## config.mk

```make
export PLATFORM = sky130hd
export DESIGN_NAME = dcache_dm_flat
export DESIGN_NICKNAME = d
export VERILOG_FILES = /design/src/rtl/dcache_pkg.sv /design/src/rtl/dcache_dm_if.sv /design/src/rtl/dcache_array.sv /design/src/rtl/dcache_dm.sv /design/src/flat_wrapper.sv
export SDC_FILE = /design/constraint.sdc
export NUM_CORES = 2
export LEC_CHECK = 0
export CAP_MARGIN = 30
export CORE_MARGIN = 2
export CORE_UTILIZATION = 61
export DETAILED_ROUTE_END_ITERATION = 6
export GPL_ROUTABILITY_DRIVEN = 0
export PLACE_DENSITY = 0.79
export SYNTH_ARGS = -nofsm -noshare
export SYNTH_HDL_FRONTEND = slang
export SYNTH_HIERARCHICAL = 1
export SYNTH_SLANG_ARGS = --single-unit
```

## constraint.sdc

```tcl
create_clock -name clk -period 8 [get_ports clk]
set_input_delay 1.6 -clock clk [delete_from_list [all_inputs] [get_ports clk]]
set_output_delay 1.6 -clock clk [all_outputs]
set_load 0.02 [all_outputs]
```

## src/rtl/dcache_pkg.sv

```systemverilog
// Shared types and geometry helpers for the direct-mapped data cache.
package dcache_pkg;

  // Controller states: idle/lookup, line refill, refill response, store write-through
  typedef enum logic [1:0] {
    S_IDLE   = 2'd0,
    S_REFILL = 2'd1,
    S_RESP   = 2'd2,
    S_WRITE  = 2'd3
  } state_t;

  localparam int BYTE_BITS      = 2;
  localparam int OFFSET_BITS    = 2;
  localparam int WORDS_PER_LINE = 4;

  // Tag width left over once the index, word offset and byte offset are removed
  function automatic int tag_width(input int addr_w, input int index_bits);
    return addr_w - index_bits - OFFSET_BITS - BYTE_BITS;
  endfunction

  // Number of cache lines addressed by the index field
  function automatic int line_count(input int index_bits);
    return 1 << index_bits;
  endfunction

endpackage

```

## src/rtl/dcache_dm_if.sv

```systemverilog
// CPU-side request/response and data_ram-side bus of the data cache.
// master = environment (MEM stage + data_ram), slave = the cache.
interface dcache_dm_if #(parameter int ADDR_W = 32);
  logic              cpu_req;
  logic [3:0]        cpu_wen;
  logic [ADDR_W-1:0] cpu_addr;
  logic [31:0]       cpu_wdata;
  logic [31:0]       cpu_rdata;
  logic              cpu_done;
  logic [ADDR_W-1:0] mem_addr;
  logic [3:0]        mem_wen;
  logic [31:0]       mem_wdata;
  logic [31:0]       mem_rdata;

  modport master (
    output cpu_req, cpu_wen, cpu_addr, cpu_wdata,
    input  cpu_rdata, cpu_done,
    input  mem_addr, mem_wen, mem_wdata,
    output mem_rdata
  );

  modport slave (
    input  cpu_req, cpu_wen, cpu_addr, cpu_wdata,
    output cpu_rdata, cpu_done,
    output mem_addr, mem_wen, mem_wdata,
    input  mem_rdata
  );
endinterface

```

## src/rtl/dcache_array.sv

```systemverilog
// Valid/tag/data storage for the direct-mapped cache. Lookup is combinational;
// refill writes one line word per cycle, stores merge bytes into a hit word.
module dcache_array import dcache_pkg::*; #(
  parameter int INDEX_BITS = 4,
  parameter int TAG_BITS   = 26
) (
  input  logic                   clk,
  input  logic                   resetn,
  input  logic                   clear_all,
  input  logic [INDEX_BITS-1:0]  lk_index,
  input  logic [TAG_BITS-1:0]    lk_tag,
  input  logic [OFFSET_BITS-1:0] lk_offset,
  output logic                   hit,
  output logic [31:0]            rd_word,
  input  logic                   fill_we,
  input  logic [INDEX_BITS-1:0]  fill_index,
  input  logic [TAG_BITS-1:0]    fill_tag,
  input  logic [OFFSET_BITS-1:0] fill_offset,
  input  logic [31:0]            fill_data,
  input  logic                   tag_we,
  input  logic                   merge_we,
  input  logic [3:0]             merge_be,
  input  logic [31:0]            merge_data
);

  localparam int LINES = line_count(INDEX_BITS);

  logic [LINES-1:0]    valid;
  logic [TAG_BITS-1:0] tag_mem  [LINES];
  logic [31:0]         data_mem [LINES][WORDS_PER_LINE];

  assign hit     = valid[lk_index] && (tag_mem[lk_index] == lk_tag);
  assign rd_word = data_mem[lk_index][lk_offset];

  // Valid bits: cleared by reset or flush, set when a refill completes
  always_ff @(posedge clk) begin
    if (!resetn) begin
      valid <= '0;
    end else if (clear_all) begin
      valid <= '0;
    end else if (tag_we) begin
      valid[fill_index] <= 1'b1;
    end
  end

  // Tag store, written together with the valid bit at the end of a refill
  always_ff @(posedge clk) begin
    if (tag_we) begin
      tag_mem[fill_index] <= fill_tag;
    end
  end

  // Data store: whole-word refill writes or byte-enable merge of a store hit
  always_ff @(posedge clk) begin
    if (fill_we) begin
      data_mem[fill_index][fill_offset] <= fill_data;
    end else if (merge_we) begin
      for (int b = 0; b < 4; b++) begin
        if (merge_be[b]) begin
          data_mem[lk_index][lk_offset][8*b +: 8] <= merge_data[8*b +: 8];
        end
      end
    end
  end

endmodule

```

## src/rtl/dcache_dm.sv

```systemverilog
// Direct-mapped, write-through, no-write-allocate data cache controller.
// Read hits answer in one cycle, read misses refill a 4-word line from data_ram.
module dcache_dm import dcache_pkg::*; #(
  parameter int INDEX_BITS = 4,
  parameter int ADDR_W     = 32
) (
  input  logic        clk,
  input  logic        resetn,
  dcache_dm_if.slave  bus,
  input  logic        flush,
  output logic [31:0] hit_cnt,
  output logic [31:0] miss_cnt
);

  localparam int TAG_BITS  = tag_width(ADDR_W, INDEX_BITS);
  localparam int INDEX_LSB = OFFSET_BITS + BYTE_BITS;
  localparam int TAG_LSB   = INDEX_LSB + INDEX_BITS;

  state_t                 state;
  logic [2:0]             cyc;
  logic [ADDR_W-1:0]      addr_q;
  logic                   done_q;
  logic [31:0]            rdata_q;
  logic [ADDR_W-1:0]      mem_addr_q;
  logic [3:0]             mem_wen_q;
  logic [31:0]            mem_wdata_q;

  logic [TAG_BITS-1:0]    req_tag;
  logic [INDEX_BITS-1:0]  req_index;
  logic [OFFSET_BITS-1:0] req_offset;
  logic [TAG_BITS-1:0]    line_tag;
  logic [INDEX_BITS-1:0]  line_index;
  logic [OFFSET_BITS-1:0] want_offset;
  logic [OFFSET_BITS-1:0] fill_offset;
  logic [OFFSET_BITS-1:0] next_word;
  logic [2:0]             cyc_m1;

  logic                   hit;
  logic [31:0]            rd_word;
  logic                   accept;
  logic                   is_load;
  logic                   fill_we;
  logic                   tag_we;
  logic                   merge_we;
  logic                   clear_all;

  assign req_tag     = bus.cpu_addr[ADDR_W-1:TAG_LSB];
  assign req_index   = bus.cpu_addr[TAG_LSB-1:INDEX_LSB];
  assign req_offset  = bus.cpu_addr[INDEX_LSB-1:BYTE_BITS];
  assign line_tag    = addr_q[ADDR_W-1:TAG_LSB];
  assign line_index  = addr_q[TAG_LSB-1:INDEX_LSB];
  assign want_offset = addr_q[INDEX_LSB-1:BYTE_BITS];

  // cyc counts REFILL cycles; data for word (cyc-1) arrives in cycle cyc
  assign cyc_m1      = cyc - 3'd1;
  assign fill_offset = cyc_m1[OFFSET_BITS-1:0];
  assign next_word   = cyc[OFFSET_BITS-1:0] + OFFSET_BITS'(1);

  // A request is taken only in IDLE, never on the cycle its predecessor completes
  assign accept    = (state == S_IDLE) && !flush && bus.cpu_req && !done_q;
  assign is_load   = (bus.cpu_wen == 4'b0000);
  assign clear_all = (state == S_IDLE) && flush;
  assign fill_we   = (state == S_REFILL) && (cyc != 3'd0);
  assign tag_we    = (state == S_REFILL) && (cyc == 3'd4);
  assign merge_we  = accept && !is_load && hit;

  dcache_array #(
    .INDEX_BITS (INDEX_BITS),
    .TAG_BITS   (TAG_BITS)
  ) u_array (
    .clk         (clk),
    .resetn      (resetn),
    .clear_all   (clear_all),
    .lk_index    (req_index),
    .lk_tag      (req_tag),
    .lk_offset   (req_offset),
    .hit         (hit),
    .rd_word     (rd_word),
    .fill_we     (fill_we),
    .fill_index  (line_index),
    .fill_tag    (line_tag),
    .fill_offset (fill_offset),
    .fill_data   (bus.mem_rdata),
    .tag_we      (tag_we),
    .merge_we    (merge_we),
    .merge_be    (bus.cpu_wen),
    .merge_data  (bus.cpu_wdata)
  );

  assign bus.cpu_done  = done_q;
  assign bus.cpu_rdata = rdata_q;
  assign bus.mem_addr  = mem_addr_q;
  assign bus.mem_wen   = mem_wen_q;
  assign bus.mem_wdata = mem_wdata_q;

  // Controller FSM with registered CPU/memory outputs and hit/miss counters
  always_ff @(posedge clk) begin
    if (!resetn) begin
      state       <= S_IDLE;
      cyc         <= 3'd0;
      addr_q      <= '0;
      done_q      <= 1'b0;
      rdata_q     <= '0;
      mem_addr_q  <= '0;
      mem_wen_q   <= 4'b0000;
      mem_wdata_q <= '0;
      hit_cnt     <= '0;
      miss_cnt    <= '0;
    end else begin
      done_q    <= 1'b0;
      mem_wen_q <= 4'b0000;
      case (state)
        S_IDLE: begin
          if (accept) begin
            addr_q <= bus.cpu_addr;
            if (is_load) begin
              if (hit) begin
                done_q  <= 1'b1;
                rdata_q <= rd_word;
                hit_cnt <= hit_cnt + 32'd1;
              end else begin
                miss_cnt   <= miss_cnt + 32'd1;
                state      <= S_REFILL;
                cyc        <= 3'd0;
                mem_addr_q <= {bus.cpu_addr[ADDR_W-1:INDEX_LSB], {INDEX_LSB{1'b0}}};
              end
            end else begin
              state       <= S_WRITE;
              done_q      <= 1'b1;
              mem_addr_q  <= bus.cpu_addr;
              mem_wen_q   <= bus.cpu_wen;
              mem_wdata_q <= bus.cpu_wdata;
            end
          end
        end
        S_REFILL: begin
          if (cyc < 3'd3) begin
            mem_addr_q <= {addr_q[ADDR_W-1:INDEX_LSB], next_word, {BYTE_BITS{1'b0}}};
          end
          if ((cyc != 3'd0) && (fill_offset == want_offset)) begin
            rdata_q <= bus.mem_rdata;
          end
          if (cyc == 3'd4) begin
            state  <= S_RESP;
            done_q <= 1'b1;
          end
          cyc <= cyc + 3'd1;
        end
        S_RESP: begin
          state <= S_IDLE;
        end
        S_WRITE: begin
          state <= S_IDLE;
        end
        default: begin
          state <= S_IDLE;
        end
      endcase
    end
  end

endmodule

```

## src/flat_wrapper.sv

```systemverilog
// flat-port wrapper written by rule: the top's interface ports become plain ports
module dcache_dm_flat import dcache_pkg::*;
#(
  parameter int INDEX_BITS = 4,
  parameter int ADDR_W     = 32
)
  (clk, resetn, flush, hit_cnt, miss_cnt, bus_cpu_req, bus_cpu_wen, bus_cpu_addr, bus_cpu_wdata, bus_cpu_rdata, bus_cpu_done, bus_mem_addr, bus_mem_wen, bus_mem_wdata, bus_mem_rdata);
  dcache_dm_if #(.ADDR_W(ADDR_W)) bus_i ();
  input  logic clk;
  input  logic resetn;
  input  logic flush;
  output logic [31:0] hit_cnt;
  output logic [31:0] miss_cnt;
  input wire logic [$bits(bus_i.cpu_req)-1:0] bus_cpu_req;
  input wire logic [$bits(bus_i.cpu_wen)-1:0] bus_cpu_wen;
  input wire logic [$bits(bus_i.cpu_addr)-1:0] bus_cpu_addr;
  input wire logic [$bits(bus_i.cpu_wdata)-1:0] bus_cpu_wdata;
  output wire logic [$bits(bus_i.cpu_rdata)-1:0] bus_cpu_rdata;
  output wire logic [$bits(bus_i.cpu_done)-1:0] bus_cpu_done;
  output wire logic [$bits(bus_i.mem_addr)-1:0] bus_mem_addr;
  output wire logic [$bits(bus_i.mem_wen)-1:0] bus_mem_wen;
  output wire logic [$bits(bus_i.mem_wdata)-1:0] bus_mem_wdata;
  input wire logic [$bits(bus_i.mem_rdata)-1:0] bus_mem_rdata;
  assign bus_i.cpu_req = bus_cpu_req;
  assign bus_i.cpu_wen = bus_cpu_wen;
  assign bus_i.cpu_addr = bus_cpu_addr;
  assign bus_i.cpu_wdata = bus_cpu_wdata;
  assign bus_cpu_rdata = bus_i.cpu_rdata;
  assign bus_cpu_done = bus_i.cpu_done;
  assign bus_mem_addr = bus_i.mem_addr;
  assign bus_mem_wen = bus_i.mem_wen;
  assign bus_mem_wdata = bus_i.mem_wdata;
  assign bus_i.mem_rdata = bus_mem_rdata;
  dcache_dm #(.INDEX_BITS(INDEX_BITS), .ADDR_W(ADDR_W)) u_core (.clk(clk), .resetn(resetn), .bus(bus_i), .flush(flush), .hit_cnt(hit_cnt), .miss_cnt(miss_cnt));
endmodule
```

==> run summary <==
STA classifies the critical path endpoint as a flip-flop. The net total in the final layout was 5544; the mux cell area share after synthesis was 17.9%. Setup violations remaining at the end of the flow were counted as 0. The worst pin sits at a relative slew slack of 25.9%. Tracing the worst setup path back leads to its startpoint at bus_cpu_addr[4]. For this run, the total global-route usage over all layers was measured as 31.5%. After routing the design area is 0.118 sq mm. For the number of max-slew violations in the final report, the log shows 0. The worst register-to-register path begins at u_core/u_array/tag_mem[12][21]$_DFFE_PP_.

For the number of design rule violations left after detail routing, the log shows 2. Yosys printed 6 warnings. Synthesized area per cell: 20.6 sq um.

Counting along the longest clock path gives a buffer depth of 3. The routed wire length per instance is 35.3 um. The critical path launch point type is an input pin. In this run the static leakage power is 37.2 nW.

In this run the power density over the cells is 242 mW/mm^2. The number of top-level pins was 269. Data arrives at the worst endpoint at 7.65 ns. The vertical die dimension was 416 um; the area added between synthesis and finish was 14.1%. After clock tree synthesis, the clock-pin slew on the worst setup and hold paths is 0.06 ns. STA puts the critical path data required time at 8.47 ns. After Yosys synthesis, full adders, half adders and majority gates account for 0.0483% of the synthesized area.

The dominant register cell in the synthesized netlist was sky130_fd_sc_hd__edfxtp_1. The number of standard-cell rows in the floorplan was 151. For the pin with the worst max-slew slack, the measured transition is 1.11 ns. The die covers 0.173 sq mm. Detailed router's first-iteration violation count: 8329. Flip-flop and latch count after synthesis: 2648. Post-CTS timing repair inserted 0 buffers for setup. TritonCTS built the clock tree.

The synthesized netlist devotes 2.28% of its cell area to compound gates. For the via count of the first global-routing pass, the log shows 55000. For the number of buffers inserted for hold repair after clock tree synthesis, the log shows 0. Setup repair after global routing left no endpoint under its margin. Once the floorplan was initialized, standard cells occupied 61.3% of the core. The clock sink count was 2648; the synthesized cell area was 0.104 sq mm. Number of buffers added by the clock tree synthesis step: 241. Counting flops with a built-in enable in the synthesized netlist gives 2432. For the initial antenna violation count, the log shows 7. Summed over its instances, the top area cell type makes up 70.5% of the synthesized netlist area. The biggest area contributor in the post-synthesis netlist is sky130_fd_sc_hd__edfxtp_1.

Entering global routing, the biggest net connects 120 pins. The main combinational cell family by area after synthesis is multiplexers. The post-layout minimum cycle time was 7.18 ns; the standard cell core area was 0.169 sq mm. The tools report the synthesized netlist net count as 5138. The share of synthesized cell area in and, or, nand and nor gates is 3.46%. Most used standard cell by instance count after synthesis: sky130_fd_sc_hd__edfxtp_1.

Summed over all nets, the half-perimeter wirelength after detailed placement is 158000 um. By count the netlist is led by sky130_fd_sc_hd__edfxtp_1, sky130_fd_sc_hd__mux4_2, sky130_fd_sc_hd__nor2_1, sky130_fd_sc_hd__nand2_1, sky130_fd_sc_hd__dfxtp_1. Final cycle utilization of the critical path: 89.7%. The max-cap violation count is 0.

In this run the clock root is driven by a sky130_fd_sc_hd__clkbuf_16. Clock skew on the completed layout was measured at 0.0386 ns. Sorting the synthesized cells by area gives the leading types as sky130_fd_sc_hd__edfxtp_1, sky130_fd_sc_hd__mux4_2, sky130_fd_sc_hd__dfxtp_1, sky130_fd_sc_hd__nor2_1, sky130_fd_sc_hd__nand2_1. The checks that failed: design-rule violations.

After technology mapping, the gate count stands at 5030. Summing the areas of all xor and xnor instances in the mapped netlist gives 0.313% of the synthesized area. The antenna violation net count after detailed routing is 0. The first global-routing pass estimated 393000 um of wire.

The count of buffers added on input and output ports is 268. Post-CTS repair changed the size of 0 cells. Clock latency on the worst-skew pair, taken at its later pin, is 0.89 ns. In this run the most critical hold path is launched from u_core/bus.mem_wdata[30]$_SDFFE_PN0P_. The area of placed instances came out at 0.110 sq mm. In the routed layout, each cell is associated on average with a via count of 7.12. The worst supply voltage drop on vdd was 0.000203 V; the unique cell type count in the Yosys netlist was 74. The run finished, with violations left. For the number of vias after detailed routing, the log shows 56000. The critical path in this run is classified as in2reg. In the synthesized netlist the async set-or-reset flop fraction comes to 0%.

The total negative slack came out at 0 ns. Before antenna repair, the detailed router went through 7 iterations. For this block, the routed nets add up to 278000 um of wire. In the final layout, the share of cells above drive strength 1 is 25.4%. CTS built an H-tree with a depth of 4. The logs give 0 for the number of failing hold endpoints at the final stage and 139 MHz for the upper clock frequency limit. The type of the worst min-delay path was reg2reg.

The floorplan step set the die width to 416 um. The remaining global-route overflow was 0. The top fanout value on the critical path is 40, and the proportion of synthesized chip area in sequential cells is 74.6%.
placed cells by master, fill, tap and decap left out, types with 17 or more instances in the layout:
cell type / count
sky130_fd_sc_hd__bufinv_16: 33
sky130_fd_sc_hd__mux4_2: 775
sky130_fd_sc_hd__buf_4: 150
sky130_fd_sc_hd__nand2b_1: 26
sky130_fd_sc_hd__clkinvlp_4: 17
sky130_fd_sc_hd__nand4_1: 26
sky130_fd_sc_hd__clkinv_1: 46
sky130_fd_sc_hd__a311oi_1: 30
sky130_fd_sc_hd__nand3_1: 24
sky130_fd_sc_hd__a21oi_1: 153
sky130_fd_sc_hd__clkbuf_16: 247
sky130_fd_sc_hd__xnor2_1: 22
sky130_fd_sc_hd__mux2_2: 34
sky130_fd_sc_hd__o21a_1: 17
sky130_fd_sc_hd__clkdlybuf4s50_1: 261
sky130_fd_sc_hd__o211a_1: 32
sky130_fd_sc_hd__mux2i_1: 73
sky130_fd_sc_hd__o31ai_1: 30
sky130_fd_sc_hd__o21ai_0: 60
sky130_fd_sc_hd__buf_12: 41
sky130_fd_sc_hd__nand2_1: 257
sky130_fd_sc_hd__clkinv_2: 53
sky130_fd_sc_hd__inv_1: 18
sky130_fd_sc_hd__edfxtp_1: 2432
sky130_fd_sc_hd__nor2_1: 279
sky130_fd_sc_hd__or4_1: 25
sky130_fd_sc_hd__clkbuf_1: 38
sky130_fd_sc_hd__dfxtp_1: 216
power by group:
part / internal (mW) / leakage [nW] / switching, mW
registers: 15.1 / 23.8 / 0.0659
logic: 0.648 / 9.49 / 0.947
clock network: 6.75 / 3.93 / 5.13
total: 22.5 / 37.2 / 6.14
sequential cells by signal, indices dropped and copies added, names as in the netlist:
register	flops
u_core/bus.cpu_rdata	32
u_core/bus.mem_wen	4
u_core/hit_cnt	32
u_core/u_array/data_mem	2048
u_core/bus.cpu_done	1
u_core/miss_cnt	32
u_core/u_array/valid	16
u_core/addr_q	30
u_core/bus.mem_wdata	32
u_core/u_array/tag_mem	384
u_core/cyc	3
u_core/bus.mem_addr	32
u_core/state	2
through the flow:
step,hold WS (ns),power (mW),worst slack (ns),utilization [%],std cells
finish,0.460,28.7,0.825,69.9,7864
global placement,0.442,17.0,0.243,64.7,7371
global route,0.480,29.2,0.697,69.9,7862
CTS,0.461,28.7,0.967,69.9,7856
floorplan,0.435,16.4,1.43,-,5030
detailed placement,0.449,17.0,0.179,65.1,7406
layer usage:
| layer | up-vias | global-route usage [%] | part of all wire [%] |
|---|---|---|---|
| li1 | 21600 | - | - |
| met4 | 6 | 13.1 | 5.0 |
| met3 | 785 | 6.11 | 11 |
| met2 | 4530 | 51.0 | 49 |
| met1 | 29000 | 42.7 | 34 |
| met5 | - | 0.333 | 0.039 |
cell families after synthesis:
| family | Yosys count |
|---|---|
| simple gates | 767 |
| xor+xnor | 37 |
| flops | 2648 |
| buf+inv | 326 |
| fa+ha+maj | 4 |
| mux | 882 |
| compound gates | 366 |
worst max-delay path: stages:
cell                       delay (ns)
sky130_fd_sc_hd__buf_8           0.37
sky130_fd_sc_hd__buf_4           0.31
sky130_fd_sc_hd__mux4_2          0.53
sky130_fd_sc_hd__mux4_2          0.49
sky130_fd_sc_hd__xnor2_1         0.29
sky130_fd_sc_hd__nand4_1         0.16
sky130_fd_sc_hd__or4_1           0.43
sky130_fd_sc_hd__nor4b_2         0.55
sky130_fd_sc_hd__inv_1           0.12
sky130_fd_sc_hd__nor2_1          0.18
sky130_fd_sc_hd__nor2b_1         0.30
sky130_fd_sc_hd__and2_1          0.22
sky130_fd_sc_hd__or4_2           0.32
sky130_fd_sc_hd__nand3b_1        0.14
sky130_fd_sc_hd__o21ai_0         0.22
sky130_fd_sc_hd__nand2_1         0.29
sky130_fd_sc_hd__buf_4           0.36
sky130_fd_sc_hd__nor2_1          0.72
layout make-up:
class                   count  area [sq um]
repair buffers            470          4920
diodes                      3          7.51
flip-flops and latches   2648         77400
multi-input cells        2056         25100
fillers                  9332         50800
inverters                  19          76.3
well taps                2218          2780
clock buffers             292          6420
clock inverters           158          1650
worst paths after layout:
check	to	slack, ns	cells after the start
worst max-delay path	u_core/u_array/data_mem[14][85]$_DFFE_PP_	0.82	18
worst min-delay path	u_core/bus.mem_wdata[30]$_SDFFE_PN0P_	0.46	2
worst max register to register	u_core/u_array/data_mem[14][85]$_DFFE_PP_	1.93	16
worst min register to register	u_core/bus.mem_wdata[30]$_SDFFE_PN0P_	0.46	2
No activity file was read; power rests on OpenSTA's default activity.
